==> src/rtl/axi_debug_regs_if.sv <==
// rtl/axi_debug_regs_if.sv - AXI4-Lite bus bundle between the uart_debug bridge and the debug register bank
interface axi_debug_regs_if #(
  parameter int ADDR_W = 18,
  parameter int DATA_W = 16
);
  logic              aw_valid;
  logic              aw_ready;
  logic [ADDR_W-1:0] aw_addr;
  logic [2:0]        aw_prot;
  logic              w_valid;
  logic              w_ready;
  logic [DATA_W-1:0] w_data;
  logic [DATA_W/8-1:0] w_strb;
  logic              b_valid;
  logic              b_ready;
  logic [1:0]        b_resp;
  logic              ar_valid;
  logic              ar_ready;
  logic [ADDR_W-1:0] ar_addr;
  logic [2:0]        ar_prot;
  logic              r_valid;
  logic              r_ready;
  logic [DATA_W-1:0] r_data;
  logic [1:0]        r_resp;

  modport master (
    output aw_valid, aw_addr, aw_prot, w_valid, w_data, w_strb, b_ready,
           ar_valid, ar_addr, ar_prot, r_ready,
    input  aw_ready, w_ready, b_valid, b_resp, ar_ready, r_valid, r_data, r_resp
  );

  modport slave (
    input  aw_valid, aw_addr, aw_prot, w_valid, w_data, w_strb, b_ready,
           ar_valid, ar_addr, ar_prot, r_ready,
    output aw_ready, w_ready, b_valid, b_resp, ar_ready, r_valid, r_data, r_resp
  );
endinterface

==> src/rtl/axi_debug_regs.sv <==
// rtl/axi_debug_regs.sv - AXI4-Lite debug register bank: ID, CTRL, STATUS, atomic cycle counter, scratch
module axi_debug_regs #(
  parameter int          ADDR_W      = 18,
  parameter int          DATA_W      = 16,
  parameter logic [15:0] ID_VALUE    = 16'hD5B9,
  parameter logic [15:0] CTRL_RESET  = 16'h0000,
  parameter int          NUM_SCRATCH = 4,
  parameter bit          USE_STRB    = 1'b0
) (
  input  logic               a_clk,
  input  logic               a_rst,
  axi_debug_regs_if.slave    bus,
  output logic [15:0]        ctrl_out,
  input  logic [15:0]        status_in
);
  localparam logic [1:0] OKAY   = 2'b00;
  localparam logic [1:0] SLVERR = 2'b10;
  localparam logic [1:0] DECERR = 2'b11;
  localparam int         SW     = (NUM_SCRATCH > 1) ? $clog2(NUM_SCRATCH) : 1;

  typedef enum logic [2:0] {K_ID, K_CTRL, K_STATUS, K_CYC_LO, K_CYC_HI, K_CNT, K_SCR, K_NONE} kind_t;

  function automatic kind_t decode(input logic [ADDR_W-1:0] a);
    if (a >= ADDR_W'(16) && a < ADDR_W'(16 + NUM_SCRATCH)) return K_SCR;
    case (a)
      ADDR_W'(0): return K_ID;
      ADDR_W'(1): return K_CTRL;
      ADDR_W'(2): return K_STATUS;
      ADDR_W'(3): return K_CYC_LO;
      ADDR_W'(4): return K_CYC_HI;
      ADDR_W'(5): return K_CNT;
      default:    return K_NONE;
    endcase
  endfunction

  logic              aw_full, w_full;
  logic [ADDR_W-1:0] aw_addr_q;
  logic [15:0]       w_data_q;
  logic [1:0]        w_strb_q;
  logic [15:0]       ctrl_q;
  logic [15:0]       scratch [NUM_SCRATCH];
  logic [31:0]       counter;
  logic [15:0]       shadow;
  logic              cnt_en;
  logic              b_valid_q, r_valid_q;
  logic [1:0]        b_resp_q, r_resp_q;
  logic [15:0]       r_data_q;

  logic              aw_hs, w_hs, ar_hs, commit, lane0, cnt_clr;
  kind_t             wr_kind, rd_kind;
  logic [SW-1:0]     wr_idx, rd_idx;
  logic [15:0]       wr_mask, rd_data;
  logic [1:0]        wr_resp, rd_resp;

  wire unused = ^{bus.aw_prot, bus.ar_prot, w_strb_q};

  // Readies are gated by reset so nothing is accepted while the bank is held in reset.
  assign bus.aw_ready = a_rst && !aw_full;
  assign bus.w_ready  = a_rst && !w_full;
  assign bus.ar_ready = a_rst && !r_valid_q;
  assign bus.b_valid  = b_valid_q;
  assign bus.b_resp   = b_resp_q;
  assign bus.r_valid  = r_valid_q;
  assign bus.r_data   = r_data_q;
  assign bus.r_resp   = r_resp_q;
  assign ctrl_out     = ctrl_q;

  assign aw_hs   = bus.aw_valid && bus.aw_ready;
  assign w_hs    = bus.w_valid && bus.w_ready;
  assign ar_hs   = bus.ar_valid && bus.ar_ready;
  assign commit  = aw_full && w_full && !b_valid_q;
  assign wr_kind = decode(aw_addr_q);
  assign rd_kind = decode(bus.ar_addr);
  assign wr_idx  = SW'(aw_addr_q - ADDR_W'(16));
  assign rd_idx  = SW'(bus.ar_addr - ADDR_W'(16));
  assign wr_mask = USE_STRB ? {{8{w_strb_q[1]}}, {8{w_strb_q[0]}}} : 16'hFFFF;
  assign lane0   = !USE_STRB || w_strb_q[0];
  assign cnt_clr = commit && (wr_kind == K_CNT) && lane0 && w_data_q[0];

  always_comb begin
    wr_resp = SLVERR;
    case (wr_kind)
      K_CTRL, K_CNT, K_SCR: wr_resp = OKAY;
      K_NONE:               wr_resp = DECERR;
      default:              wr_resp = SLVERR;
    endcase
  end

  always_comb begin
    rd_data = '0;
    rd_resp = OKAY;
    case (rd_kind)
      K_ID:     rd_data = ID_VALUE;
      K_CTRL:   rd_data = ctrl_q;
      K_STATUS: rd_data = status_in;
      K_CYC_LO: rd_data = counter[15:0];
      K_CYC_HI: rd_data = shadow;
      K_CNT:    rd_data = {14'b0, cnt_en, 1'b0};
      K_SCR:    rd_data = scratch[rd_idx];
      default:  rd_resp = DECERR;
    endcase
  end

  always_ff @(posedge a_clk or negedge a_rst) begin
    if (!a_rst) begin
      aw_full   <= 1'b0;
      w_full    <= 1'b0;
      aw_addr_q <= '0;
      w_data_q  <= '0;
      w_strb_q  <= '0;
      ctrl_q    <= CTRL_RESET;
      for (int i = 0; i < NUM_SCRATCH; i++) scratch[i] <= '0;
      counter   <= '0;
      shadow    <= '0;
      cnt_en    <= 1'b1;
      b_valid_q <= 1'b0;
      b_resp_q  <= OKAY;
      r_valid_q <= 1'b0;
      r_resp_q  <= OKAY;
      r_data_q  <= '0;
    end else begin
      if (aw_hs) begin
        aw_full   <= 1'b1;
        aw_addr_q <= bus.aw_addr;
      end
      if (w_hs) begin
        w_full   <= 1'b1;
        w_data_q <= bus.w_data;
        w_strb_q <= bus.w_strb;
      end
      if (b_valid_q && bus.b_ready) b_valid_q <= 1'b0;
      if (commit) begin
        aw_full   <= 1'b0;
        w_full    <= 1'b0;
        b_valid_q <= 1'b1;
        b_resp_q  <= wr_resp;
        case (wr_kind)
          K_CTRL:  ctrl_q <= (ctrl_q & ~wr_mask) | (w_data_q & wr_mask);
          K_CNT:   if (lane0) cnt_en <= w_data_q[1];
          K_SCR:   scratch[wr_idx] <= (scratch[wr_idx] & ~wr_mask) | (w_data_q & wr_mask);
          default: ;
        endcase
      end
      // Clear from a CNT_CTRL write wins over the free-running increment.
      if (cnt_clr)     counter <= '0;
      else if (cnt_en) counter <= counter + 32'd1;
      if (r_valid_q && bus.r_ready) r_valid_q <= 1'b0;
      if (ar_hs) begin
        r_valid_q <= 1'b1;
        r_data_q  <= rd_data;
        r_resp_q  <= rd_resp;
        if (rd_kind == K_CYC_LO) shadow <= counter[31:16];
      end
    end
  end
endmodule

==> src/flat_wrapper.sv <==
// flat-port wrapper written by rule: the top's interface ports become plain ports
module axi_debug_regs_flat 
#(
  parameter int          ADDR_W      = 18,
  parameter int          DATA_W      = 16,
  parameter logic [15:0] ID_VALUE    = 16'hD5B9,
  parameter logic [15:0] CTRL_RESET  = 16'h0000,
  parameter int          NUM_SCRATCH = 4,
  parameter bit          USE_STRB    = 1'b0
)
  (a_clk, a_rst, ctrl_out, status_in, bus_aw_valid, bus_aw_addr, bus_aw_prot, bus_w_valid, bus_w_data, bus_w_strb, bus_b_ready, bus_ar_valid, bus_ar_addr, bus_ar_prot, bus_r_ready, bus_aw_ready, bus_w_ready, bus_b_valid, bus_b_resp, bus_ar_ready, bus_r_valid, bus_r_data, bus_r_resp);
  axi_debug_regs_if #(.ADDR_W(ADDR_W), .DATA_W(DATA_W)) bus_i ();
  input  logic a_clk;
  input  logic a_rst;
  output logic [15:0] ctrl_out;
  input  logic [15:0] status_in;
  input wire logic [$bits(bus_i.aw_valid)-1:0] bus_aw_valid;
  input wire logic [$bits(bus_i.aw_addr)-1:0] bus_aw_addr;
  input wire logic [$bits(bus_i.aw_prot)-1:0] bus_aw_prot;
  input wire logic [$bits(bus_i.w_valid)-1:0] bus_w_valid;
  input wire logic [$bits(bus_i.w_data)-1:0] bus_w_data;
  input wire logic [$bits(bus_i.w_strb)-1:0] bus_w_strb;
  input wire logic [$bits(bus_i.b_ready)-1:0] bus_b_ready;
  input wire logic [$bits(bus_i.ar_valid)-1:0] bus_ar_valid;
  input wire logic [$bits(bus_i.ar_addr)-1:0] bus_ar_addr;
  input wire logic [$bits(bus_i.ar_prot)-1:0] bus_ar_prot;
  input wire logic [$bits(bus_i.r_ready)-1:0] bus_r_ready;
  output wire logic [$bits(bus_i.aw_ready)-1:0] bus_aw_ready;
  output wire logic [$bits(bus_i.w_ready)-1:0] bus_w_ready;
  output wire logic [$bits(bus_i.b_valid)-1:0] bus_b_valid;
  output wire logic [$bits(bus_i.b_resp)-1:0] bus_b_resp;
  output wire logic [$bits(bus_i.ar_ready)-1:0] bus_ar_ready;
  output wire logic [$bits(bus_i.r_valid)-1:0] bus_r_valid;
  output wire logic [$bits(bus_i.r_data)-1:0] bus_r_data;
  output wire logic [$bits(bus_i.r_resp)-1:0] bus_r_resp;
  assign bus_i.aw_valid = bus_aw_valid;
  assign bus_i.aw_addr = bus_aw_addr;
  assign bus_i.aw_prot = bus_aw_prot;
  assign bus_i.w_valid = bus_w_valid;
  assign bus_i.w_data = bus_w_data;
  assign bus_i.w_strb = bus_w_strb;
  assign bus_i.b_ready = bus_b_ready;
  assign bus_i.ar_valid = bus_ar_valid;
  assign bus_i.ar_addr = bus_ar_addr;
  assign bus_i.ar_prot = bus_ar_prot;
  assign bus_i.r_ready = bus_r_ready;
  assign bus_aw_ready = bus_i.aw_ready;
  assign bus_w_ready = bus_i.w_ready;
  assign bus_b_valid = bus_i.b_valid;
  assign bus_b_resp = bus_i.b_resp;
  assign bus_ar_ready = bus_i.ar_ready;
  assign bus_r_valid = bus_i.r_valid;
  assign bus_r_data = bus_i.r_data;
  assign bus_r_resp = bus_i.r_resp;
  axi_debug_regs #(.ADDR_W(ADDR_W), .DATA_W(DATA_W), .ID_VALUE(ID_VALUE), .CTRL_RESET(CTRL_RESET), .NUM_SCRATCH(NUM_SCRATCH), .USE_STRB(USE_STRB)) u_core (.a_clk(a_clk), .a_rst(a_rst), .bus(bus_i), .ctrl_out(ctrl_out), .status_in(status_in));
endmodule
==> config.mk <==
export PLATFORM = sky130hd
export DESIGN_NAME = axi_debug_regs_flat
export DESIGN_NICKNAME = d
export VERILOG_FILES = /design/src/rtl/axi_debug_regs_if.sv /design/src/rtl/axi_debug_regs.sv /design/src/flat_wrapper.sv
export SDC_FILE = /design/constraint.sdc
export NUM_CORES = 1
export LEC_CHECK = 0
export ABC_AREA = 1
export CAP_MARGIN = 20
export CORE_MARGIN = 10
export CORE_UTILIZATION = 50
export DETAILED_ROUTE_END_ITERATION = 8
export DONT_BUFFER_PORTS = 1
export PLACE_DENSITY = 0.74
export SYNTH_ARGS = -nofsm -noshare
export SYNTH_HDL_FRONTEND = slang
export SYNTH_SLANG_ARGS = --single-unit
==> constraint.sdc <==
create_clock -name a_clk -period 2.65 [get_ports a_clk]
set_input_delay 0.53 -clock a_clk [delete_from_list [all_inputs] [get_ports a_clk]]
set_output_delay 0.53 -clock a_clk [all_outputs]
set_load 0.01 [all_outputs]
==> results_dict.tcl <==
set metrics [dict create \
    cts_sinks 186 \
    grt_pass1_wl_um 37900 \
    grt_pass1_vias 6966 \
    critPathKind "in -> reg" \
    power_density_nw_per_um2 670 \
    gp_congestion 0.932 \
    die_area_um2 24100 \
    cap_violations 0 \
    grt_max_degree 188 \
    portBuffers 0 \
    antenna_found_initial 0 \
    num_vias 7274 \
    synth_area_leaders "dfrtp_1, nand2_1, nor2_1" \
    clockBufferDepth 2 \
    synth_nets 1141 \
    avgSynthCellArea_um2 8.63 \
    max_freq_mhz 480 \
    grt_usage_pct 19.6 \
    yosysTopAreaCell "dfrtp_1" \
    grt_overflow 0 \
    ir_drop_v 0.000517 \
    place_hpwl_um 16800 \
    startpoint_type "input port" \
    r2r_start "u_core.aw_addr_q[13]$_DFFE_PN0P_" \
    viasPerCell 5.63 \
    rows 49 \
    switching_share_pct 28.6 \
    place_ws_ns 0.214 \
    ys_seq_area_share_pct 51.0 \
    cts_tree "yes" \
    clock_power_share_pct 38.0 \
    power_uw 6620 \
    p_leak_uw 0.00450 \
    routedWlPerCell_um 18.2 \
    ios 124 \
    fin_nets 1135 \
    fillers 1601 \
    synth_area_um2 9130 \
    clk-insertion-delay-late_ns 0.44 \
    area_delta_synth_final_pct 8.36 \
    power.internal_uw 4730 \
    diodes 0 \
    drtIter0Drc 759 \
    synthFlopType "dfrtp_1" \
    hp-class "in -> async" \
    drv_slew 0 \
    initial_core_util_pct 50.8 \
    period_share_pct 78.7 \
    die_y_um 155 \
    routed_wl_um 23600 \
    fin_cells 1293 \
    drtAntennaViolNets 0 \
    ys_warn_count 0 \
    clockRootBuffer "clkbuf_16" \
    p_comb_share_pct 12.5 \
    worstPathMaxFanout 19 \
    skew_ns 0.0119 \
    syn_inst 1057 \
    dp_cells 1261 \
    setup_viol 0 \
    synth_top_area_share_pct 50.7 \
    synth-seq-cells 186 \
    rsz0062_at_grt "false" \
    drive_gt1_share_pct 12.8 \
    r2r_cells 11 \
    crit_path_end_kind "flip-flop" \
    seqPwrFrac_pct 49.5 \
    p_sw_uw 1890 \
    period_minus_slack_ns 2.08 \
    drc 0 \
    drt-pass1-iter-count 5 \
    cts.clk_slew.worst_paths_ns 0.07 \
    worstPathRequired_ns 3.02 \
    failed_checks "hold timing" \
    core_area_um2 18000 \
    htree_levels 4 \
    hold_slack_ns -0.203 \
    setup_slack_ns 0.565 \
    hold_viol 185 \
    setup.worst_path.start "bus_ar_addr[9]" \
    cts-buffers-inserted 17 \
    async_flop_share_pct 100 \
    critPathArrivalTime_ns 2.46 \
    synth.distinct_cells 48 \
    synth_edf_count 0 \
    relSlewSlack_pct 59.9 \
    fp.dieW_um 155 \
    setup_tns_ns 0 \
    status "finished with violations" \
    tightest_slew_ns 0.602 \
]
-- state kept, by name, indices dropped and copies added, names as in the netlist --
signal              cells
u_core.bus.b_valid      1
u_core.bus.r_data      16
u_core.bus.b_resp       2
u_core.aw_addr_q       18
u_core.shadow          16
u_core.aw_full          1
u_core.scratch         64
u_core.ctrl_out        16
u_core.cnt_en           1
u_core.w_full           1
u_core.bus.r_valid      1
u_core.w_data_q        16
u_core.bus.r_resp       1
u_core.counter         32
-- repair_timing --
item,CTS,global route
setup buffers,0,0
gates resized for setup,0,0
endpoints found under the hold margin,186,185
-- routing by layer --
layer	vias up	routed length [um]	global-route usage, %
li1	3462	-	-
met1	3474	10100	26.4
met2	306	10500	28.9
met3	32	2530	6.81
met4	0	437	6.25
met5	-	0	0
-- synth_stat cells (17+ instances only) --
master and count:
nand4_1 42, nor3_1 17, o21ai_1 23, nand2_1 232, inv_1 96, o21ai_0 65
a21oi_1 37, clkbuf_1 25, nand2_2 17, xor2_1 20, nor2_1 121, nand3_1 39
dfrtp_1 185
-- stage by stage --
| step | utilization [%] | cell area (um^2) |
|---|---|---|
| detailed placement | 51.8 | 9300 |
| floorplan | - | 9130 |
| global placement | 51.8 | 9300 |
| finish | 55.1 | 9890 |
| CTS | 55.1 | 9890 |
| global route | 55.1 | 9890 |
-- cell type report --
| cell class | count | area [um^2] | share of cell area, % |
|---|---|---|---|
| multi-input cells | 728 | 3850 | 38.9 |
| clock inverters | 12 | 129 | 1.30 |
| repair buffers | 18 | 135 | 1.37 |
| clock buffers | 20 | 457 | 4.62 |
| flip-flops and latches | 186 | 4660 | 47.1 |
| well taps | 229 | 287 | 2.90 |
| inverters | 100 | 375 | 3.80 |
-- worst max-delay path, stage by stage --
cell     delay, ns
nor2_1        0.19
nand2_2       0.12
nor2_8        0.19
nand3_4       0.15
nand2_4       0.12
nand2_4       0.16
inv_2         0.24
nand4_1       0.23
nor2_1        0.21
nor2_1        0.07
nand2_1       0.10
nand2_1       0.07
nand2_1       0.05
-- layout by cell type (no fill, tap or decap), drive strengths merged --
master / count
clkbuf: 20
o21ai: 103
buf: 18
dfstp: 1
nand4: 44
a211oi: 1
o21bai: 6
or2: 1
a31oi: 6
clkinv: 6
a21oi: 37
xnor2: 3
nand3: 46
o21a: 2
o211ai: 4
xor2: 20
nor3b: 2
ha: 1
bufinv: 1
nor4: 9
nor3: 18
dfrtp: 185
inv: 105
nand2: 255
a31o: 10
o31ai: 1
nand3b: 1
nor2: 136
a22oi: 16
mux2: 6
-- logic make-up after synthesis --
group / synth area share (%)
AO/OA/AOI/OAI: 12.1
XOR/XNOR: 2.21
adder cells (fa/ha/maj): 0.137
buffers and inverters: 6.79
flip-flops: 51.0
multiplexers: 0.740
AND/OR/NAND/NOR: 27.0
-- power groups by stage --
stage	sequential (uW)	combinational, uW	clock, uW
after floorplan	3290	604	0
after global placement	3320	807	0
after detailed placement	3330	834	0
after CTS	3280	833	2540
after global routing	3310	940	2660
final	3280	826	2520
-- path summary, 6_finish.rpt --
kind                                                          end  slack [ns]
worst max-delay path            u_core.bus.r_data[13]$_DFFE_PN0P_        0.57
worst min-delay path               u_core.bus.b_valid$_DFFE_PN0P_       -0.20
worst max register to register     u_core.counter[25]$_DFFE_PN0P_        0.57
worst min register to register     u_core.scratch[31]$_DFFE_PN0P_        0.49
max in group asynchronous               u_core.cnt_en$_DFFE_PN1P_        2.52
min in group a_clk                 u_core.bus.b_valid$_DFFE_PN0P_        0.19
(Power assumes the default switching activity.)
